==> src/rtl/bram_burst_reader.sv <==
// Streams a burst of words out of a single-port block RAM through a 2-entry FIFO with valid/ready handshake.
// Define BRAM_READER_WRAP_EN to let bursts wrap from memDepth-1 back to address 0.
module bram_burst_reader #(
  parameter int blockLength     = 32,
  parameter int memDepth        = 64,
  parameter int addressBitWidth = 6
) (
  input  logic                       clock,
  input  logic                       resetN,
  input  logic                       start,
  input  logic [addressBitWidth-1:0] startAddress,
  input  logic [addressBitWidth:0]   burstLength,
  output logic [addressBitWidth-1:0] memAddress,
  output logic                       memWriteEnable,
  input  logic [blockLength-1:0]     memDataIn,
  output logic [blockLength-1:0]     dataOut,
  output logic                       dataValid,
  input  logic                       dataReady,
  output logic                       busy,
  output logic                       done,
  output logic                       error
);

  typedef enum logic [1:0] {IDLE, READ, DRAIN} state_t;

  localparam logic [addressBitWidth+1:0] DEPTH_EXT = (addressBitWidth+2)'(memDepth);
  localparam logic [addressBitWidth:0]   ONE_LEFT  = (addressBitWidth+1)'(1);

  state_t                     state, state_next;
  logic [addressBitWidth-1:0] addr, addr_next;
  logic [addressBitWidth:0]   remaining;
  logic                       in_flight;
  logic [blockLength-1:0]     fifo_mem [2];
  logic                       rd_ptr, wr_ptr;
  logic [1:0]                 count;
  logic [2:0]                 occupancy;
  logic                       issue, pop, accept_burst, done_next, error_next, range_bad;

`ifdef BRAM_READER_WRAP_EN
  localparam logic [addressBitWidth-1:0] LAST_ADDR = addressBitWidth'(memDepth - 1);
  assign range_bad = {1'b0, burstLength} > DEPTH_EXT;
  assign addr_next = (addr == LAST_ADDR) ? '0 : addr + 1'b1;
`else
  logic [addressBitWidth+1:0] end_addr;
  assign end_addr  = {2'b00, startAddress} + {1'b0, burstLength};
  assign range_bad = end_addr > DEPTH_EXT;
  assign addr_next = addr + 1'b1;
`endif

  assign dataValid      = (count != 2'd0);
  assign dataOut        = fifo_mem[rd_ptr];
  assign pop            = dataValid & dataReady;
  assign memAddress     = addr;
  assign memWriteEnable = 1'b0;
  assign busy           = (state != IDLE);

  // A word leaving on this edge frees its slot, which keeps 1 word/cycle with dataReady held high.
  assign occupancy = {1'b0, count} + {2'b00, in_flight} - {2'b00, pop};
  assign issue     = (state == READ) && (remaining != '0) && (occupancy < 3'd2);

  always_ff @(posedge clock or negedge resetN) begin
    if (!resetN) state <= IDLE;
    else         state <= state_next;
  end

  always_comb begin
    state_next   = state;
    accept_burst = 1'b0;
    done_next    = 1'b0;
    error_next   = 1'b0;
    case (state)
      IDLE: begin
        if (start) begin
          if (range_bad) begin
            error_next = 1'b1;
          end else if (burstLength == '0) begin
            done_next = 1'b1;
          end else begin
            accept_burst = 1'b1;
            state_next   = READ;
          end
        end
      end
      READ: begin
        if (issue && (remaining == ONE_LEFT)) state_next = DRAIN;
      end
      DRAIN: begin
        if (pop && (count == 2'd1) && !in_flight) begin
          state_next = IDLE;
          done_next  = 1'b1;
        end
      end
      default: state_next = IDLE;
    endcase
  end

  always_ff @(posedge clock or negedge resetN) begin
    if (!resetN) begin
      addr      <= '0;
      remaining <= '0;
      in_flight <= 1'b0;
      count     <= '0;
      rd_ptr    <= 1'b0;
      wr_ptr    <= 1'b0;
      done      <= 1'b0;
      error     <= 1'b0;
      for (int unsigned i = 0; i < 2; i++) fifo_mem[i] <= '0;
    end else begin
      done      <= done_next;
      error     <= error_next;
      in_flight <= issue;
      if (accept_burst) begin
        addr      <= startAddress;
        remaining <= burstLength;
      end else if (issue) begin
        addr      <= addr_next;
        remaining <= remaining - 1'b1;
      end
      if (in_flight) begin
        fifo_mem[wr_ptr] <= memDataIn;
        wr_ptr           <= ~wr_ptr;
      end
      if (pop) rd_ptr <= ~rd_ptr;
      count <= count + {1'b0, in_flight} - {1'b0, pop};
    end
  end

endmodule

==> config.mk <==
export PLATFORM = sky130hd
export DESIGN_NAME = bram_burst_reader
export DESIGN_NICKNAME = d
export VERILOG_FILES = /design/src/rtl/bram_burst_reader.sv
export SDC_FILE = /design/constraint.sdc
export NUM_CORES = 1
export LEC_CHECK = 0
export ABC_AREA = 1
export CAP_MARGIN = 20
export CORE_MARGIN = 2
export CORE_UTILIZATION = 30
export CTS_CLUSTER_DIAMETER = 30
export CTS_CLUSTER_SIZE = 40
export DETAILED_ROUTE_END_ITERATION = 10
export PLACE_DENSITY_LB_ADDON = 0.1
export SYNTH_ARGS = -nofsm -noshare
export SYNTH_HDL_FRONTEND = slang
export SYNTH_SLANG_ARGS = --single-unit
==> constraint.sdc <==
create_clock -name clock -period 3.4 [get_ports clock]
set_clock_uncertainty 0.1 [all_clocks]
set_input_delay 0.68 -clock clock [delete_from_list [all_inputs] [get_ports clock]]
set_output_delay 0.68 -clock clock [all_outputs]
set_load 0.005 [all_outputs]
==> impl_metrics.csv, run 1 <==
group,metric,value,unit
die,core.rowCount,44,
placed_design,place.gp.congestion,0.801,
yosys,async_reset_ff_frac,1.00,
yosys,flip_flop_and_latch_count_after_synthesis,86,
sta,setup_tns,0,ns
die,start_util,0.306,
cts,clkSinkCount,86,
critical_path,worstSetupStartpointType,"primary input",
yosys,synth_edf_count,0,
routing,final_antenna_net_count,0,
job,drv_cap,0,
routing,drtPass1Iterations,5,
cts,cts_max_level,3,
sta,period_minus_slack,2.89,ns
critical_path,endpoint_kind,"flop",
routing,dr_total_vias,3697,
sta,setup_violations,0,
cts,cts.root.buffer_cell,"sky130_fd_sc_hd__clkbuf_16",
cts,cts_repair_resize_count,0,
yosys,ys_types,33,
final_layout,layout-area-overhead-vs-synth,32.4,%
routing,dr.first_iter.drc_count,210,
placed_design,place_area,0.00553,mm²
die,floorplan.io_pins,92,
sta,max_freq,346,MHz
worst_hold_path,min-delay-path-class,"primary input to asynchronous set/reset pin",
cts,cts_tree,"built",
global_route,global_route.overflow_total,0,
die,fp.coreArea,0.0145,mm²
final_layout,post_route_cells_drive_above_1_share,0.0930,
critical_path,critical_path_maximum_fanout,12,
sta,worst_slew_pin_slew,0.766,ns
global_route,grt_start_max_net_pins,65,
final_layout,antennaDiodeCount,0,
run_status,status,"finished clean",
routing,routedWlPerCell,12.6,µm
final_layout,final_cell_area,0.00589,mm²
final_layout,nNetsFinal,703,
yosys,synth_ff_type,"sky130_fd_sc_hd__dfrtp_1",
die,height_of_the_die,126,µm
yosys,postSynthCellCount,554,
placed_design,place_hpwl,7190,µm
routing,routed_via_density,4.46,
yosys,net_count_after_synthesis,617,
critical_path,crit_arrival,3.01,ns
cts,tritoncts_buffers,9,
power_and_ir_drop,vdd_drop_max,316,µV
routing,drcViolationCount,0,
sta,timing.max_slew.rel_slack,0.489,
die,die_w,126,µm
sta,grt_setup_unrepaired,"no",
global_route,first_global_vias,3579,
global_route,grt_usage,0.140,
cts,insertion_delay_of_the_later_clocked_pin_in_the_worst_skew_pair,0.34,ns
sta,timing_hold_violations_final,0,
cts,postCtsSetupBuffers,0,
cts,register_clock_pin_slew_on_the_reported_worst_setup_and_hold_paths,0.06,ns
power_and_ir_drop,powerDensity,909,mW/mm²
yosys,synth-seq-area-share,0.484,
critical_path,criticalPathCategory,"primary input to flop",
yosys,syn_area_per_cell,8.03,µm²
cts,post_cts_hold_buffer_count,0,
yosys,mapped_cell_area,0.00445,mm²
sta,final-max-slew-violation-count,0,
die,dieArea,0.0158,mm²
critical_path,timing.critical_path.required,3.52,ns
power_and_ir_drop,p_leak,2.97,nW
global_route,first_pass_grt_wire_length,17900,µm
routing,postRouteWirelength,10500,µm
sta,post-route-period-util,0.851,
placed_design,port-buffer-count,90,
yosys,yosys_warn_count,0,
cts,ctsLongestPathBuffers,2,
global_route,grt_antenna_before_repair,0,
-- metrics by stage --
step                 util  instances  power (mW)  setup slack (ns)  hold WS, ns
CTS                 0.404        828        5.43             0.514        0.338
finish              0.405        829        5.35             0.506        0.313
global route        0.405        829        5.86             0.253        0.379
detailed placement  0.381        812        4.31             0.139        0.373
global placement    0.381        812        4.26             0.169        0.366
floorplan               -        554        3.19             0.705        0.284
-- logic make-up (layout without fill, tap and decap cells) --
kind of cell             count (synthesis)  count (layout)  share of synthesized area
adder cells (fa/ha/maj)                 14              14                     0.0428
AO/OA/AOI/OAI                           79              79                     0.0920
flip-flops                              86              86                      0.484
buffers and inverters                   89             180                     0.0808
other                                    1               1                   0.000843
AND/OR/NAND/NOR                        275             275                      0.280
XOR/XNOR                                10              10                     0.0197
-- power breakdown --
group / total (mW) / switching [mW] / internal (mW)
registers: 1.82 / 0.294 / 1.52
clock network: 1.08 / 0.414 / 0.670
logic: 2.45 / 1.23 / 1.22
-- layout by cell type (no fill, tap or decap), types with 2 or more instances in the layout --
cell type	n
sky130_fd_sc_hd__nor2_2	2
sky130_fd_sc_hd__or2_2	2
sky130_fd_sc_hd__inv_1	59
sky130_fd_sc_hd__xnor2_1	3
sky130_fd_sc_hd__nand2_2	3
sky130_fd_sc_hd__nor2_1	9
sky130_fd_sc_hd__and3_1	2
sky130_fd_sc_hd__buf_4	12
sky130_fd_sc_hd__nand4_1	12
sky130_fd_sc_hd__nand3_2	17
sky130_fd_sc_hd__xor2_1	7
sky130_fd_sc_hd__ha_1	12
sky130_fd_sc_hd__nand2_1	200
sky130_fd_sc_hd__a21oi_1	7
sky130_fd_sc_hd__nand3_1	20
sky130_fd_sc_hd__dfrtp_1	86
sky130_fd_sc_hd__fa_1	2
sky130_fd_sc_hd__nor3_1	4
sky130_fd_sc_hd__clkdlybuf4s50_1	89
sky130_fd_sc_hd__o21ai_0	67
sky130_fd_sc_hd__inv_2	2
sky130_fd_sc_hd__clkinv_4	2
sky130_fd_sc_hd__clkbuf_16	9
sky130_fd_sc_hd__bufinv_16	2
sky130_fd_sc_hd__o21ai_2	2
-- synthesized netlist by cell type, types with 2 or more instances --
cell	number	share of area
sky130_fd_sc_hd__dfrtp_1	86	0.48
sky130_fd_sc_hd__nor3_1	4	0.0045
sky130_fd_sc_hd__inv_2	2	0.0017
sky130_fd_sc_hd__nand3_1	20	0.023
sky130_fd_sc_hd__nor2_1	9	0.0076
sky130_fd_sc_hd__xnor2_1	3	0.0059
sky130_fd_sc_hd__nand4_1	12	0.017
sky130_fd_sc_hd__nand2_2	2	0.0028
sky130_fd_sc_hd__o21ai_2	2	0.0039
sky130_fd_sc_hd__clkbuf_1	20	0.017
sky130_fd_sc_hd__o21ai_0	67	0.075
sky130_fd_sc_hd__xor2_1	7	0.014
sky130_fd_sc_hd__nor2_2	2	0.0028
sky130_fd_sc_hd__inv_1	59	0.050
sky130_fd_sc_hd__ha_1	12	0.034
sky130_fd_sc_hd__nand2_1	201	0.17
sky130_fd_sc_hd__and3_1	2	0.0028
sky130_fd_sc_hd__or2_2	2	0.0028
sky130_fd_sc_hd__a21oi_1	7	0.0079
sky130_fd_sc_hd__nand3_2	17	0.038
sky130_fd_sc_hd__buf_2	2	0.0023
sky130_fd_sc_hd__fa_1	2	0.0090
sky130_fd_sc_hd__buf_4	4	0.0068
-- final cells by class --
type                            count  area, µm²
Sequential cell                    86       2150
Inverter                           62        233
Timing Repair Buffer              102       1000
Multi-Input combinational cell    379       1940
Clock inverter                      6       93.8
Fill cell                        1500       8650
Tap cell                          184        230
Clock buffer                       10        239
-- flip-flops by register name, summed over array words and instances (netlist names) --
signal,count
count,2
done,1
error,1
fifo_mem,64
in_flight,1
memAddress,6
rd_ptr,1
remaining,7
state,2
wr_ptr,1
-- path summary, 6_finish.rpt --
kind,slack (ns),startpoint,end,cells past startpoint
min,0.31,resetN,fifo_mem[4],1
max,0.51,dataReady,state[0],13
min in group clock,0.38,fifo_mem[16],fifo_mem[16],2
min reg2reg,0.38,fifo_mem[16],fifo_mem[16],2
max reg2reg,0.67,count[1],state[0],14
max in group asynchronous,2.17,resetN,fifo_mem[58],2
-- routing by layer --
metal	wire length [µm]	global-route usage	vias up
li1	-	-	1920
met5	0	0	-
met3	441	0.0344	11
met4	141	0.0427	0
met2	4840	0.221	66
met1	5060	0.191	1700
-- critical path, stage by stage --
cell	delay (ns)
sky130_fd_sc_hd__clkdlybuf4s50_1	0.40
sky130_fd_sc_hd__nand2_1	0.08
sky130_fd_sc_hd__inv_1	0.04
sky130_fd_sc_hd__ha_1	0.26
sky130_fd_sc_hd__inv_1	0.04
sky130_fd_sc_hd__ha_1	0.19
sky130_fd_sc_hd__fa_1	0.46
sky130_fd_sc_hd__nor3_1	0.25
sky130_fd_sc_hd__nand2_2	0.15
sky130_fd_sc_hd__inv_2	0.20
sky130_fd_sc_hd__nand3_1	0.12
sky130_fd_sc_hd__nand3_1	0.08
sky130_fd_sc_hd__nand2_1	0.05
No activity file was read; power rests on OpenSTA's default activity.
==> inputs of run 2 (changes only) <==
--- a/config.mk
+++ b/config.mk
@@ -12,6 +12,7 @@
 export CTS_CLUSTER_DIAMETER = 30
 export CTS_CLUSTER_SIZE = 40
 export DETAILED_ROUTE_END_ITERATION = 10
+export MAX_ROUTING_LAYER = met4
 export PLACE_DENSITY_LB_ADDON = 0.1
 export SYNTH_ARGS = -nofsm -noshare
 export SYNTH_HDL_FRONTEND = slang
==> impl_metrics.csv, run 2 (synthesis gave the netlist of run 1 again) <==
group,metric,value,unit
final_layout,antennaDiodeCount,0,
cts,post_cts_hold_buffer_count,0,
routing,routedWlPerCell,12.7,µm
placed_design,place_area,0.00553,mm²
global_route,first_global_vias,3588,
critical_path,criticalPathCategory,"primary input to flop",
power_and_ir_drop,p_leak,2.97,nW
power_and_ir_drop,p_switching,1.93,mW
run_status,status,"finished clean",
critical_path,crit_arrival,3.01,ns
cts,clkSinkCount,86,
die,height_of_the_die,126,µm
final_layout,max_flop_register,"fifo_mem",
sta,setup_tns,0,ns
critical_path,launch_point_of_the_worst_reg_to_reg_path,"count[1]",
global_route,grt_antenna_before_repair,0,
final_layout,nNetsFinal,703,
power_and_ir_drop,powerDensity,908,mW/mm²
critical_path,cpPeakStageDelay,0.46,ns
die,start_util,0.306,
placed_design,place_hpwl,7190,µm
cts,postCtsSetupBuffers,0,
sta,timing_hold_violations_final,0,
routing,dr_total_vias,3709,
routing,final_antenna_net_count,0,
critical_path,endpoint_kind,"flop",
final_layout,largest_register_ffs,64,
final_layout,layout_common_cells,"sky130_fd_sc_hd__nand2_1, sky130_fd_sc_hd__clkdlybuf4s50_1, sky130_fd_sc_hd__dfrtp_1",
sta,timing.max_slew.rel_slack,0.489,
sta,worst_slew_pin_slew,0.766,ns
job,drv_cap,0,
final_layout,layout-area-overhead-vs-synth,32.4,%
power_and_ir_drop,p_sw_frac,0.361,
cts,register_clock_pin_slew_on_the_reported_worst_setup_and_hold_paths,0.06,ns
sta,timing.hold.ws,0.314,ns
global_route,global_route.overflow_total,0,
global_route,first_pass_grt_wire_length,17800,µm
die,die_w,126,µm
routing,postRouteWirelength,10500,µm
placed_design,port-buffer-count,90,
power_and_ir_drop,clock_power_share,0.202,
sta,setup_violations,0,
power_and_ir_drop,vdd_drop_max,316,µV
die,fp.coreArea,0.0145,mm²
cts,cts_max_level,3,
power_and_ir_drop,internal-power,3.41,mW
sta,final-max-slew-violation-count,0,
power_and_ir_drop,power.share.sequential,0.340,
routing,drcViolationCount,0,
critical_path,worst_path_max_delay_cell,"sky130_fd_sc_hd__fa_1",
critical_path,timing.critical_path.required,3.52,ns
cts,ctsLongestPathBuffers,2,
final_layout,final_cell_area,0.00589,mm²
critical_path,crit_start,"dataReady",
die,core.rowCount,44,
worst_hold_path,min-delay-path-class,"primary input to asynchronous set/reset pin",
cts,insertion_delay_of_the_later_clocked_pin_in_the_worst_skew_pair,0.34,ns
sta,grt_setup_unrepaired,"no",
global_route,grt_usage,0.143,
critical_path,critical_path_maximum_fanout,12,
cts,tritoncts_buffers,9,
die,floorplan.io_pins,92,
placed_design,place.gp.congestion,0.813,
final_layout,n_fill_cell,1500,
power_and_ir_drop,power_frac_comb,0.458,
power_and_ir_drop,total_power,5.35,mW
cts,cts_repair_resize_count,0,
cts,cts_tree,"built",
critical_path,worst_path_cell_chain,"clkdlybuf4s50_1 > nand2_1 > inv_1 > ha_1 > inv_1 > ha_1 > fa_1 > nor3_1 > nand2_2 > inv_2 > nand3_1 > nand3_1 > nand2_1",
final_layout,leading_cell_type_in_the_layout_fill_and_taps_excluded,"sky130_fd_sc_hd__nand2_1",
sta,post-route-period-util,0.852,
routing,routed_via_density,4.47,
sta,max_freq,345,MHz
critical_path,worstSetupStartpointType,"primary input",
routing,dr.first_iter.drc_count,202,
final_layout,post_route_cells_drive_above_1_share,0.0930,
cts,cts.root.buffer_cell,"sky130_fd_sc_hd__clkbuf_16",
sta,period_minus_slack,2.90,ns
global_route,grt_start_max_net_pins,65,
die,dieArea,0.0158,mm²
routing,drtPass1Iterations,5,
## run 2: cell counts in the layout (fill, tap and decap cells not counted)
No cell type changed its count.
## run 2: path summary, 6_finish.rpt
path / cells past startpoint / slack (ns) / endpoint
setup / recovery: 13 / 0.50 / state[0]
hold / removal: 1 / 0.31 / fifo_mem[4]
setup reg to reg: 14 / 0.66 / state[0]
hold reg to reg: 2 / 0.38 / fifo_mem[16]
max in group asynchronous: 2 / 2.17 / fifo_mem[58]
min in group clock: 2 / 0.38 / fifo_mem[16]
## run 2: layout make-up
type                            instances  area (µm²)  area share
Inverter                               62         233      0.0395
Clock buffer                           10         239      0.0406
Timing Repair Buffer                  102        1000       0.170
Sequential cell                        86        2150       0.366
Clock inverter                          6        93.8      0.0159
Tap cell                              184         230      0.0391
Multi-Input combinational cell        379        1940       0.329
## run 2: through the flow
step | worst slack, ns | util | std cells
4_1_cts | 0.514 | 0.404 | 828
3_3_place_gp | 0.169 | 0.381 | 812
6_report | 0.503 | 0.405 | 829
5_1_grt | 0.251 | 0.405 | 829
3_5_place_dp | 0.139 | 0.381 | 812
2_1_floorplan | 0.705 | - | 554
## run 2: critical path, delay by kind of cell
kind,cells,cell delay (ns)
adder cells (fa/ha/maj),3,0.91
AND/OR/NAND/NOR,6,0.73
buffers and inverters,4,0.69
## run 2: per-layer routing
| layer | up-vias | track usage | part of all wire |
|---|---|---|---|
| met5 | - | - | 0 |
| met4 | 0 | 0.0427 | 0.012 |
| met3 | 10 | 0.0327 | 0.039 |
| met2 | 71 | 0.221 | 0.46 |
| met1 | 1708 | 0.190 | 0.49 |
| li1 | 1920 | - | - |
## run 2: power groups by stage
stage / clock [mW] / sequential [mW] / combinational [mW]
2_1_floorplan: 0 / 1.77 / 1.42
3_3_place_gp: 0 / 1.82 / 2.43
3_5_place_dp: 0 / 1.83 / 2.48
4_1_cts: 1.12 / 1.82 / 2.49
5_1_grt: 1.17 / 1.88 / 2.80
6_report: 1.08 / 1.82 / 2.45
==> inputs of run 3 (changes only) <==
--- a/config.mk
+++ b/config.mk
@@ -9,6 +9,7 @@
 export CAP_MARGIN = 20
 export CORE_MARGIN = 2
 export CORE_UTILIZATION = 30
+export CTS_BUF_LIST = sky130_fd_sc_hd__clkbuf_16
 export CTS_CLUSTER_DIAMETER = 30
 export CTS_CLUSTER_SIZE = 40
 export DETAILED_ROUTE_END_ITERATION = 10
==> impl_metrics.csv, run 3 (synthesis gave the netlist of run 1 again) <==
group,metric,value,unit
run_status,status,"finished clean",
final_layout,antennaDiodeCount,0,
routing,final_antenna_net_count,0,
final_layout,sequential_cell_area,0.00215,mm²
routing,dr.first_iter.drc_count,180,
cts,cts.root.buffer_cell,"sky130_fd_sc_hd__clkbuf_16",
final_layout,layout_common_cells,"sky130_fd_sc_hd__nand2_1, sky130_fd_sc_hd__clkdlybuf4s50_1, sky130_fd_sc_hd__dfrtp_1",
sta,setup_violations,0,
cts,insertion_delay_of_the_later_clocked_pin_in_the_worst_skew_pair,0.34,ns
power_and_ir_drop,p_switching,1.93,mW
placed_design,place.gp.congestion,0.813,
die,floorplan.io_pins,92,
global_route,first_global_vias,3590,
worst_hold_path,min-delay-path-class,"primary input to asynchronous set/reset pin",
critical_path,criticalPathCategory,"primary input to flop",
critical_path,critical_path_maximum_fanout,12,
final_layout,utilization,0.404,
die,fp.coreArea,0.0145,mm²
die,die_w,126,µm
sta,setup_tns,0,ns
placed_design,place_hpwl,7190,µm
sta,timing.max_slew.rel_slack,0.489,
routing,drtPass1Iterations,6,
routing,dr_total_vias,3698,
final_layout,post_route_cells_drive_above_1_share,0.0915,
power_and_ir_drop,power_frac_comb,0.460,
cts,post_cts_hold_buffer_count,0,
final_layout,nNetsFinal,703,
placed_design,place_area,0.00553,mm²
sta,final-max-slew-violation-count,0,
routing,postRouteWirelength,10500,µm
critical_path,crit_arrival,3.02,ns
cts,tritoncts_buffers,9,
final_layout,max_flop_register,"fifo_mem",
final_layout,final_cell_area,0.00588,mm²
final_layout,n_fill_cell,1502,
die,height_of_the_die,126,µm
power_and_ir_drop,vdd_drop_max,316,µV
cts,clkSinkCount,86,
global_route,first_pass_grt_wire_length,17900,µm
power_and_ir_drop,clock_power_share,0.199,
power_and_ir_drop,internal-power,3.39,mW
sta,timing_hold_violations_final,0,
cts,cts_max_level,3,
cts,cts_tree,"built",
final_layout,layout-area-overhead-vs-synth,32.2,%
global_route,global_route.overflow_total,0,
cts,cts_repair_resize_count,0,
global_route,grt_antenna_before_repair,0,
die,dieArea,0.0158,mm²
routing,drcViolationCount,0,
sta,worst_slew_pin_slew,0.767,ns
power_and_ir_drop,powerDensity,906,mW/mm²
power_and_ir_drop,power.share.sequential,0.342,
sta,timing.hold.ws,0.315,ns
critical_path,worstSetupStartpointType,"primary input",
die,start_util,0.306,
die,core.rowCount,44,
sta,period_minus_slack,2.90,ns
critical_path,timing.critical_path.required,3.52,ns
job,drv_cap,0,
routing,routed_via_density,4.46,
final_layout,area_of_the_multi_input_gates,0.00194,mm²
global_route,grt_usage,0.144,
global_route,grt_start_max_net_pins,65,
final_layout,leading_cell_type_in_the_layout_fill_and_taps_excluded,"sky130_fd_sc_hd__nand2_1",
placed_design,port-buffer-count,90,
sta,post-route-period-util,0.853,
routing,routedWlPerCell,12.7,µm
power_and_ir_drop,p_leak,2.96,nW
sta,grt_setup_unrepaired,"no",
sta,max_freq,345,MHz
power_and_ir_drop,p_sw_frac,0.363,
cts,ctsLongestPathBuffers,2,
final_layout,largest_register_ffs,64,
critical_path,endpoint_kind,"flop",
cts,register_clock_pin_slew_on_the_reported_worst_setup_and_hold_paths,0.06,ns
cts,postCtsSetupBuffers,0,
## run 3: metrics by stage
step           cells  setup slack, ns  power (mW)
3_3_place_gp     812            0.169        4.26
6_report         829            0.501        5.32
3_5_place_dp     812            0.139        4.31
5_1_grt          829            0.251        5.84
4_1_cts          828            0.514        5.41
2_1_floorplan    554            0.705        3.19
## run 3: final cells by class
cell class,instances,area share
multi-input cells,379,0.330
clock buffers,9,0.0383
flip-flops and latches,86,0.366
well taps,184,0.0392
inverters,62,0.0396
clock inverters,7,0.0166
repair buffers,102,0.170
## run 3: power groups by stage
stage | Clock, mW | Combinational (mW) | Sequential (mW)
final | 1.06 | 2.45 | 1.82
after global routing | 1.15 | 2.80 | 1.88
after CTS | 1.10 | 2.49 | 1.82
after detailed placement | 0 | 2.48 | 1.83
after global placement | 0 | 2.43 | 1.82
after floorplan | 0 | 1.42 | 1.77
## run 3: final timing paths
kind | start | end | slack (ns) | depth (start not counted)
max in group asynchronous | resetN | fifo_mem[58] | 2.17 | 2
min | resetN | fifo_mem[4] | 0.32 | 1
max reg2reg | count[1] | state[0] | 0.66 | 14
max | dataReady | state[0] | 0.50 | 13
min reg2reg | fifo_mem[16] | fifo_mem[16] | 0.38 | 2
min in group clock | fifo_mem[16] | fifo_mem[16] | 0.38 | 2
## run 3: per-layer routing
metal / track usage / wire (µm) / up-vias
met5: - / 0 / -
li1: - / - / 1920
met4: 0.0427 / 107 / 0
met1: 0.190 / 5130 / 1705
met3: 0.0327 / 393 / 8
met2: 0.222 / 4870 / 65
## run 3: critical path: stages
cell and delay (ns):
sky130_fd_sc_hd__clkdlybuf4s50_1 0.40, sky130_fd_sc_hd__nand2_1 0.08, sky130_fd_sc_hd__inv_1 0.04, sky130_fd_sc_hd__ha_1 0.26, sky130_fd_sc_hd__inv_1 0.04, sky130_fd_sc_hd__ha_1 0.19
sky130_fd_sc_hd__fa_1 0.46, sky130_fd_sc_hd__nor3_1 0.25, sky130_fd_sc_hd__nand2_2 0.15, sky130_fd_sc_hd__inv_2 0.21, sky130_fd_sc_hd__nand3_1 0.12, sky130_fd_sc_hd__nand3_1 0.09
sky130_fd_sc_hd__nand2_1 0.05
